$ cat src/rtl/lsu_ctrl.sv
// lsu_ctrl: RV32I load/store controller between execute stage and data memory.
// Latency: 2+ cycles accept-to-resp_valid for memory ops, 1 cycle for rejected ops.
// Backpressure: req_ready only in IDLE; mem_req held until mem_ack. Option macro: LSU_TIMEOUT_EN.
module lsu_ctrl #(
  parameter int TIMEOUT_CYCLES = 255
) (
  input  logic        clk,
  input  logic        rst,
  input  logic        req_valid,
  output logic        req_ready,
  input  logic        is_store,
  input  logic [2:0]  funct3,
  input  logic [31:0] addr,
  input  logic [31:0] store_data,
  output logic        mem_req,
  output logic        mem_we,
  output logic [31:0] mem_addr,
  output logic [31:0] mem_wdata,
  output logic [3:0]  mem_be,
  input  logic        mem_ack,
  input  logic [31:0] mem_rdata,
  output logic        resp_valid,
  output logic [31:0] ld_data,
  output logic        resp_err
);

  typedef enum logic [1:0] {S_IDLE, S_WAIT, S_RESP} state_t;

  state_t      state_q, state_d;
  logic        is_store_q, is_store_d;
  logic [2:0]  f3_q, f3_d;
  logic [31:0] addr_q, addr_d;
  logic [31:0] sdata_q, sdata_d;
  logic [31:0] ld_q, ld_d;
  logic        err_q, err_d;

  logic        illegal, misalign;
  logic [7:0]  byte_sel;
  logic [15:0] half_sel;
  logic [31:0] ld_ext;
  logic [3:0]  st_be;
  logic [31:0] st_wdata;

`ifdef LSU_TIMEOUT_EN
  logic [31:0] cnt_q, cnt_d;
`else
  logic unused_timeout;
  assign unused_timeout = (TIMEOUT_CYCLES > 0);
`endif

  // Classify the incoming request: unsupported width code or unaligned address.
  always_comb begin
    illegal  = (funct3 == 3'b011) || (funct3[2:1] == 2'b11) || (is_store && funct3[2]);
    misalign = ((funct3[1:0] == 2'b01) && addr[0]) ||
               ((funct3 == 3'b010) && (addr[1:0] != 2'b00));
  end

  // Pick the addressed byte/half from the returned word and extend it.
  always_comb begin
    case (addr_q[1:0])
      2'd0:    byte_sel = mem_rdata[7:0];
      2'd1:    byte_sel = mem_rdata[15:8];
      2'd2:    byte_sel = mem_rdata[23:16];
      default: byte_sel = mem_rdata[31:24];
    endcase
    half_sel = addr_q[1] ? mem_rdata[31:16] : mem_rdata[15:0];
    case (f3_q)
      3'b000:  ld_ext = {{24{byte_sel[7]}}, byte_sel};
      3'b001:  ld_ext = {{16{half_sel[15]}}, half_sel};
      3'b100:  ld_ext = {24'd0, byte_sel};
      3'b101:  ld_ext = {16'd0, half_sel};
      default: ld_ext = mem_rdata;
    endcase
  end

  // Replicate store data across lanes and enable only the addressed bytes.
  always_comb begin
    case (f3_q[1:0])
      2'b00: begin
        st_be    = 4'b0001 << addr_q[1:0];
        st_wdata = {4{sdata_q[7:0]}};
      end
      2'b01: begin
        st_be    = addr_q[1] ? 4'b1100 : 4'b0011;
        st_wdata = {2{sdata_q[15:0]}};
      end
      default: begin
        st_be    = 4'b1111;
        st_wdata = sdata_q;
      end
    endcase
  end

  // State and request/response registers; reset abandons any access in flight.
  always_ff @(posedge clk or posedge rst) begin
    if (rst) begin
      state_q    <= S_IDLE;
      is_store_q <= 1'b0;
      f3_q       <= 3'd0;
      addr_q     <= 32'd0;
      sdata_q    <= 32'd0;
      ld_q       <= 32'd0;
      err_q      <= 1'b0;
`ifdef LSU_TIMEOUT_EN
      cnt_q      <= 32'd0;
`endif
    end else begin
      state_q    <= state_d;
      is_store_q <= is_store_d;
      f3_q       <= f3_d;
      addr_q     <= addr_d;
      sdata_q    <= sdata_d;
      ld_q       <= ld_d;
      err_q      <= err_d;
`ifdef LSU_TIMEOUT_EN
      cnt_q      <= cnt_d;
`endif
    end
  end

  // Next-state: accept in IDLE, wait for ack (or watchdog) in WAIT, one-cycle RESP.
  always_comb begin
    state_d    = state_q;
    is_store_d = is_store_q;
    f3_d       = f3_q;
    addr_d     = addr_q;
    sdata_d    = sdata_q;
    ld_d       = ld_q;
    err_d      = err_q;
`ifdef LSU_TIMEOUT_EN
    cnt_d      = cnt_q;
`endif
    case (state_q)
      S_IDLE: begin
        if (req_valid) begin
          is_store_d = is_store;
          f3_d       = funct3;
          addr_d     = addr;
          sdata_d    = store_data;
          ld_d       = 32'd0;
          err_d      = illegal || misalign;
          state_d    = (illegal || misalign) ? S_RESP : S_WAIT;
`ifdef LSU_TIMEOUT_EN
          cnt_d      = 32'd0;
`endif
        end
      end
      S_WAIT: begin
        if (mem_ack) begin
          ld_d    = is_store_q ? 32'd0 : ld_ext;
          err_d   = 1'b0;
          state_d = S_RESP;
`ifdef LSU_TIMEOUT_EN
        end else if (cnt_q == 32'(TIMEOUT_CYCLES - 1)) begin
          ld_d    = 32'd0;
          err_d   = 1'b1;
          state_d = S_RESP;
        end else begin
          cnt_d   = cnt_q + 32'd1;
`endif
        end
      end
      default: state_d = S_IDLE;
    endcase
  end

  // Outputs decode from state so they are quiet outside WAIT/RESP and stable during WAIT.
  always_comb begin
    req_ready  = (state_q == S_IDLE);
    mem_req    = (state_q == S_WAIT);
    mem_we     = mem_req && is_store_q;
    mem_addr   = mem_req ? {addr_q[31:2], 2'b00} : 32'd0;
    mem_be     = mem_req ? (is_store_q ? st_be : 4'b1111) : 4'd0;
    mem_wdata  = (mem_req && is_store_q) ? st_wdata : 32'd0;
    resp_valid = (state_q == S_RESP);
    resp_err   = resp_valid && err_q;
    ld_data    = resp_valid ? ld_q : 32'd0;
  end

endmodule

$ cat config.mk
export PLATFORM = sky130hd
export DESIGN_NAME = lsu_ctrl
export DESIGN_NICKNAME = d
export VERILOG_FILES = /design/src/rtl/lsu_ctrl.sv
export SDC_FILE = /design/constraint.sdc
export NUM_CORES = 1
export LEC_CHECK = 0
export BUFFER_PORTS_ARGS = -buffer_cell sky130_fd_sc_hd__buf_2
export CORE_MARGIN = 3
export CORE_UTILIZATION = 35
export CTS_CLUSTER_DIAMETER = 40
export CTS_CLUSTER_SIZE = 40
export DETAILED_ROUTE_END_ITERATION = 12
export PLACE_DENSITY = 0.59
export SYNTH_ARGS = -nofsm -noshare
export SYNTH_HDL_FRONTEND = slang
export SYNTH_SLANG_ARGS = --single-unit
$ cat constraint.sdc
create_clock -name clk -period 7.6 [get_ports clk]
set_input_delay 1.14 -clock clk [delete_from_list [all_inputs] [get_ports clk]]
set_output_delay 1.14 -clock clk [all_outputs]
set_load 0.03 [all_outputs]
==> reports/metrics.yaml, run 1 <==
run_status: "complete, no violations"
synth_warnings: 0
die_x_um: 129.0
wire_per_inst_um: 17.78
hpwlAfterDp_um: 10890
pin_count: 209
cts_tree: "yes"
worst_slew_pin_slew_ns: 0.9849
avgSynthCellArea_um2: 10.97
htreeDepth: 3
antennaDiodeCount: 0
power_uw: 1748
cap_viol_max_count: 0
layout.nets: 771
required_ns: 6.46
slew-limit-headroom_pct: 34.34
track_usage_pct: 18.23
finalHoldViolCount: 0
syn_area_um2: 5299
ys_ff_latch: 103
synthCells: 483
grt_overflow: 0
synth_edf_count: 0
root_buffer: "clkbuf_16"
p_leak_uw: 0.003407
crit_path_start_kind: "flip-flop"
ys_top_cells_by_area: "dfrtp_1 (49%), mux2_2 (16%), and2_1 (7.7%)"
routabilityCongestion: 0.8169
setup_viol: 0
ir_drop_uv: 113.0
initial_core_util_pct: 36.05
die_h_um: 129.0
reg2reg_to: "ld_q[8]"
ant_nets: 0
drc_errors: 0
worstRegToRegCells: 4
synth_largest_area_cell: "dfrtp_1"
hold_class: "reg -> reg"
dieArea_um2: 16650
fin_setup_tns_ns: 0
first_pass_iters: 4
r2r-start: "addr_q[1]"
routed_via_density: 5.167
regToRegSetupSlack_ns: 5.19
drt_iter0_markers: 180
coreArea_um2: 14700
worst_setup_path_end_kind: "output port"
clk_latency_ns: 0.35
power_density_nw_per_um2: 261.0
drive_gt1_share_pct: 45.68
cts_buffers: 9
hold_start: "ld_q[3]"
report.final.slew_viol_count: 0
arrival_ns: 3.09
max_freq_mhz: 236.6
ctsHoldBuffers: 0
whs_path_depth: 2
timing.final.crit_share_pct: 55.62
post_cts_resized: 0
final_cell_mix: "buf_2 (206), dfrtp_1 (103), mux2_2 (74), and2_1 (64), nor2_1 (32)"
skew_ns: 0.005631
port_buffers: 206
final_common_cell: "buf_2"
vias: 4423
rows: 44
period_minus_slack_ns: 4.227
synth_cell_types: 37
cts_sinks: 103
worstPathMaxFanout: 40
synth_flop_cell: "dfrtp_1"
cts.path.max_buffers: 2
async_flop_share_pct: 100.0
first_global_vias: 4316
wl_um: 15220
crit_type: "reg -> out"
antenna_found_initial: 0
n_fill_cell: 1407
cts.reportedPaths.clkPinSlew_ns: 0.07
rsz0062_at_grt: "false"
syn2layout_area_growth_pct: 26.38
grt_max_degree: 54
grt_first_pass_wirelength_um: 23630
timing.hold.worst_endpoint: "ld_q[3]"
synth_top_cell_area_share_pct: 48.64
final_util_pct: 45.56
synth_seq_area_share_pct: 48.64
postCtsSetupBuffers: 0
## cells in the mapped netlist (2+ instances only)
cell type / number
dfrtp_1: 103
o21a_1: 2
nand2_1: 24
buf_1: 2
a2bb2oi_1: 7
inv_1: 5
and2_1: 65
a21oi_1: 25
clkbuf_1: 17
o22ai_1: 7
mux2i_1: 18
buf_2: 17
mux2_2: 74
a221o_1: 16
a32oi_1: 6
o21ai_0: 15
nor3b_1: 7
a22o_1: 8
and3_1: 8
nor2b_1: 4
buf_4: 2
a221oi_1: 2
nand2b_1: 4
nor2_1: 32
## worst max path at each step
| stage | start | end | slack [ns] | cells past startpoint |
|---|---|---|---|---|
| 3_3_place_gp | state_q[1] | mem_wdata[8] | 3.88 | 5 |
| 2_1_floorplan | rst | addr_q[0] | 3.76 | 1 |
| 5_1_grt | state_q[1] | mem_wdata[10] | 3.01 | 5 |
| 6_report | state_q[1] | mem_wdata[8] | 3.37 | 5 |
| 4_1_cts | state_q[1] | mem_wdata[8] | 3.36 | 5 |
| 3_5_place_dp | state_q[1] | mem_wdata[8] | 3.75 | 5 |
## per-layer routing
metal | vias up | part of all wire (%) | track usage [%]
met2 | 169 | 45 | 27.84
met4 | 0 | 2.3 | 6.980
met1 | 2136 | 45 | 24.98
met3 | 26 | 7.4 | 4.740
met5 | - | 0 | 0
li1 | 2092 | - | -
## report_power, final
part	switching, µW	total [µW]	internal [µW]
logic	304	544	240
registers	104	769	665
clock network	212	435	223
## flip-flops by register name (all words and copies together) (netlist names)
name,cells
is_store_q,1
ld_q,32
sdata_q,32
err_q,1
addr_q,32
f3_q,3
state_q,2
## cell families (layout without fill, tap and decap cells)
group                  count (synthesis)  after routing  share of synthesized area [%]
multiplexers                          93             93                          19.55
flip-flops                           103            103                          48.64
AND/OR/NAND/NOR                      149            149                          15.47
buffers and inverters                 44            232                          3.802
other                                  1              2                        0.07077
AO/OA/AOI/OAI                         93             93                          12.47
## area by class of cell
class / count / area (µm²) / area share, %
timing repair buffer: 211 / 1069 / 15.96
sequential: 103 / 2577 / 38.49
inverter: 5 / 21.27 / 0.3176
multi-input combinational: 337 / 2525 / 37.71
tap: 184 / 230.2 / 3.438
clock buffer: 9 / 225.2 / 3.363
clock inverter: 7 / 48.80 / 0.7287
## critical path: stages, from the launching register on
cell      delay [ns]
dfrtp_1         0.41
nand2b_1        0.22
inv_1           0.72
nand2_1         0.78
a21oi_1         0.33
buf_2           0.24
## metrics by stage
| stage | cell area, µm² | setup WS, ns | hold slack (ns) | cells |
|---|---|---|---|---|
| 2_1_floorplan | 5303 | 3.756 | 0.4418 | 484 |
| 3_3_place_gp | 6422 | 3.879 | 0.4681 | 840 |
| 3_5_place_dp | 6422 | 3.753 | 0.4831 | 840 |
| 4_1_cts | 6696 | 3.358 | 0.5008 | 856 |
| 5_1_grt | 6696 | 3.008 | 0.5106 | 856 |
| 6_report | 6696 | 3.373 | 0.4918 | 856 |
Note: power is estimated with default switching activity, not from simulation.
==> run 2, diff against run 1 <==
==> constraint.sdc (replaced) <==
create_clock -name clk -period 4.16 [get_ports clk]
set_input_delay 0.624 -clock clk [delete_from_list [all_inputs] [get_ports clk]]
set_output_delay 0.624 -clock clk [all_outputs]
set_load 0.03 [all_outputs]
==> run 2 against run 1 <==
  * Global-route usage is 0.15 points higher
  * Combinational power increased by 88%
  * Power increased by 86%
  * Count of clock-buffer cells in the layout did not move
  * Clock skew increased by 0.0049 ns
  * Cell area up 0.80%
==> reports/metrics.yaml, run 2 (synthesis gave the netlist of run 1 again) <==
run_status: "complete, no violations"
grt_overflow: 0  # unchanged
slowest_stage: "dfrtp_1"
skew_ns: 0.01049  # +0.004854 ns
drt_iter0_markers: 272  # +51%
place_area_um2: 6445  # +0.35%
rows: 44  # unchanged
worstPathMaxFanout: 23  # -43%
first_pass_iters: 4  # unchanged
report.final.slew_viol_count: 0  # unchanged
cap_viol_max_count: 0  # unchanged
dieArea_um2: 16650  # unchanged
layout.nets: 774  # +0.39%
arrival_ns: 2.44  # -0.65 ns
routed_via_density: 5.180  # +0.26%
cts.reportedPaths.clkPinSlew_ns: 0.08  # about the same
port_buffers: 206  # unchanged
fin_setup_tns_ns: 0  # unchanged
post_cts_resized: 0  # unchanged
drc_errors: 0  # unchanged
reg2reg_to: "sdata_q[20]"
die_x_um: 129.0  # unchanged
root_buffer: "clkbuf_16"
max_freq_mhz: 326.7
first_global_vias: 4503  # +4.3%
hold-worst-slack_ns: 0.4927  # +0.0008820 ns
drive_gt1_share_pct: 45.93  # +0.24 points
comb_power_share_pct: 31.5  # +0.4 points
coreArea_um2: 14700  # unchanged
cts_buffers: 9  # unchanged
timing.final.crit_share_pct: 73.58
finalInstanceArea_um2: 6750  # +0.80%
antenna_found_initial: 1  # +1
slew-limit-headroom_pct: 35.83  # +1.5 points
rsz0062_at_grt: "false"
die_h_um: 129.0  # unchanged
p_leak_uw: 0.003430  # +0.70%
crit_path_start_kind: "flip-flop"
period_minus_slack_ns: 3.061
wl_um: 15410  # +1.3%
worst_slew_pin_slew_ns: 0.9626  # -0.02237 ns
r2r-start: "state_q[0]"
power_density_nw_per_um2: 482.5  # +85%
htreeDepth: 3  # unchanged
final_common_cell: "buf_2"
syn2layout_area_growth_pct: 27.39
initial_core_util_pct: 36.05  # unchanged
cts_tree: "yes"
cts_sinks: 103  # unchanged
path_cells: "nand2b_1 -> nand2_1 -> a21oi_1 -> buf_2"
hpwlAfterDp_um: 11170  # +2.5%
vias: 4455  # +0.72%
worstRegToRegCells: 4  # unchanged
wire_per_inst_um: 17.92  # +0.82%
hold_class: "in -> async"
grt_first_pass_wirelength_um: 23940  # +1.3%
critical-path-max-stage-delay_ns: 0.96  # +0.18 ns
postCtsSetupBuffers: 0  # unchanged
cts.path.max_buffers: 2  # unchanged
finalHoldViolCount: 0  # unchanged
switching_power_uw: 1172  # +89%
setup_viol: 0  # unchanged
top_regs: "addr_q: 32 flops, ld_q: 32 flops, sdata_q: 32 flops"
p_sw_share_pct: 35.99  # +0.48 points
pin_count: 209  # unchanged
clk_latency_ns: 0.35  # about the same
p_int_uw: 2085  # +85%
ant_nets: 0  # unchanged
regToRegSetupSlack_ns: 1.80  # -3.39 ns
ir_drop_uv: 287.7  # +150%
crit_type: "reg -> out"
final_cell_mix: "buf_2 (206), dfrtp_1 (103), mux2_2 (74), and2_1 (64), nor2_1 (32)"
track_usage_pct: 18.38  # +0.15 points
clkPwrFrac_pct: 26.1  # +1.2 points
pwr-share-seq_pct: 42.5  # -1.5 points
routabilityCongestion: 0.8281  # +1.4%
worst_setup_path_end_kind: "output port"
grt_max_degree: 77  # +43%
ctsHoldBuffers: 0  # unchanged
required_ns: 3.54  # -2.92 ns
==> run 2: how the worst max path moves through the flow <==
| stage | from | to | slack, ns | depth (start not counted) |
|---|---|---|---|---|
| after floorplan | rst | addr_q[0] | 0.83 | 1 |
| after global placement | f3_q[0] | mem_be[2] | 1.54 | 4 |
| after detailed placement | f3_q[0] | mem_wdata[13] | 1.46 | 4 |
| after CTS | f3_q[0] | mem_wdata[13] | 1.08 | 4 |
| after global routing | f3_q[0] | mem_wdata[10] | 0.88 | 5 |
| final | f3_q[0] | mem_be[2] | 1.10 | 4 |
==> run 2: through the flow <==
stage	total power (µW)	std cells	worst slack [ns]	utilization, %
final	3257	860	1.099	45.92
after global routing	3454	859	0.8754	45.91
after floorplan	2121	484	0.8322	-
after detailed placement	2432	843	1.464	43.85
after CTS	3295	859	1.077	45.91
after global placement	2405	843	1.541	43.85
==> run 2: layout make-up <==
type | instances | area (µm²)
flip-flops and latches | 103 | 2577
diodes | 1 | 2.502
clock inverters | 7 | 77.57
clock buffers | 9 | 225.2
repair buffers | 214 | 1091
multi-input cells | 337 | 2525
fillers | 1414 | 7949
inverters | 5 | 21.27
well taps | 184 | 230.2
==> run 2: layer usage <==
| metal | up-vias | routed length (µm) | GRT usage [%] | part of all wire, % |
|---|---|---|---|---|
| li1 | 2078 | - | - | - |
| met1 | 2179 | 6800 | 24.84 | 44 |
| met2 | 183 | 7134 | 28.87 | 46 |
| met3 | 13 | 1319 | 5.523 | 8.6 |
| met4 | 2 | 150 | 5.065 | 0.97 |
| met5 | - | 7 | 0 | 0.045 |
==> run 2: power groups by stage <==
stage	combinational [µW]	sequential [µW]	clock (µW)
CTS	1030	1390	877
global placement	1010	1390	0
finish	1020	1380	850
detailed placement	1030	1400	0
floorplan	795	1330	0
global route	1120	1410	918
==> run 2: worst max-delay path: cells and delay by family, from the launching register on <==
kind / cells / cell delay (ns)
AO/OA/AOI/OAI: 1 / 0.23
AND/OR/NAND/NOR: 2 / 0.65
flip-flops: 1 / 0.96
buffers and inverters: 1 / 0.24
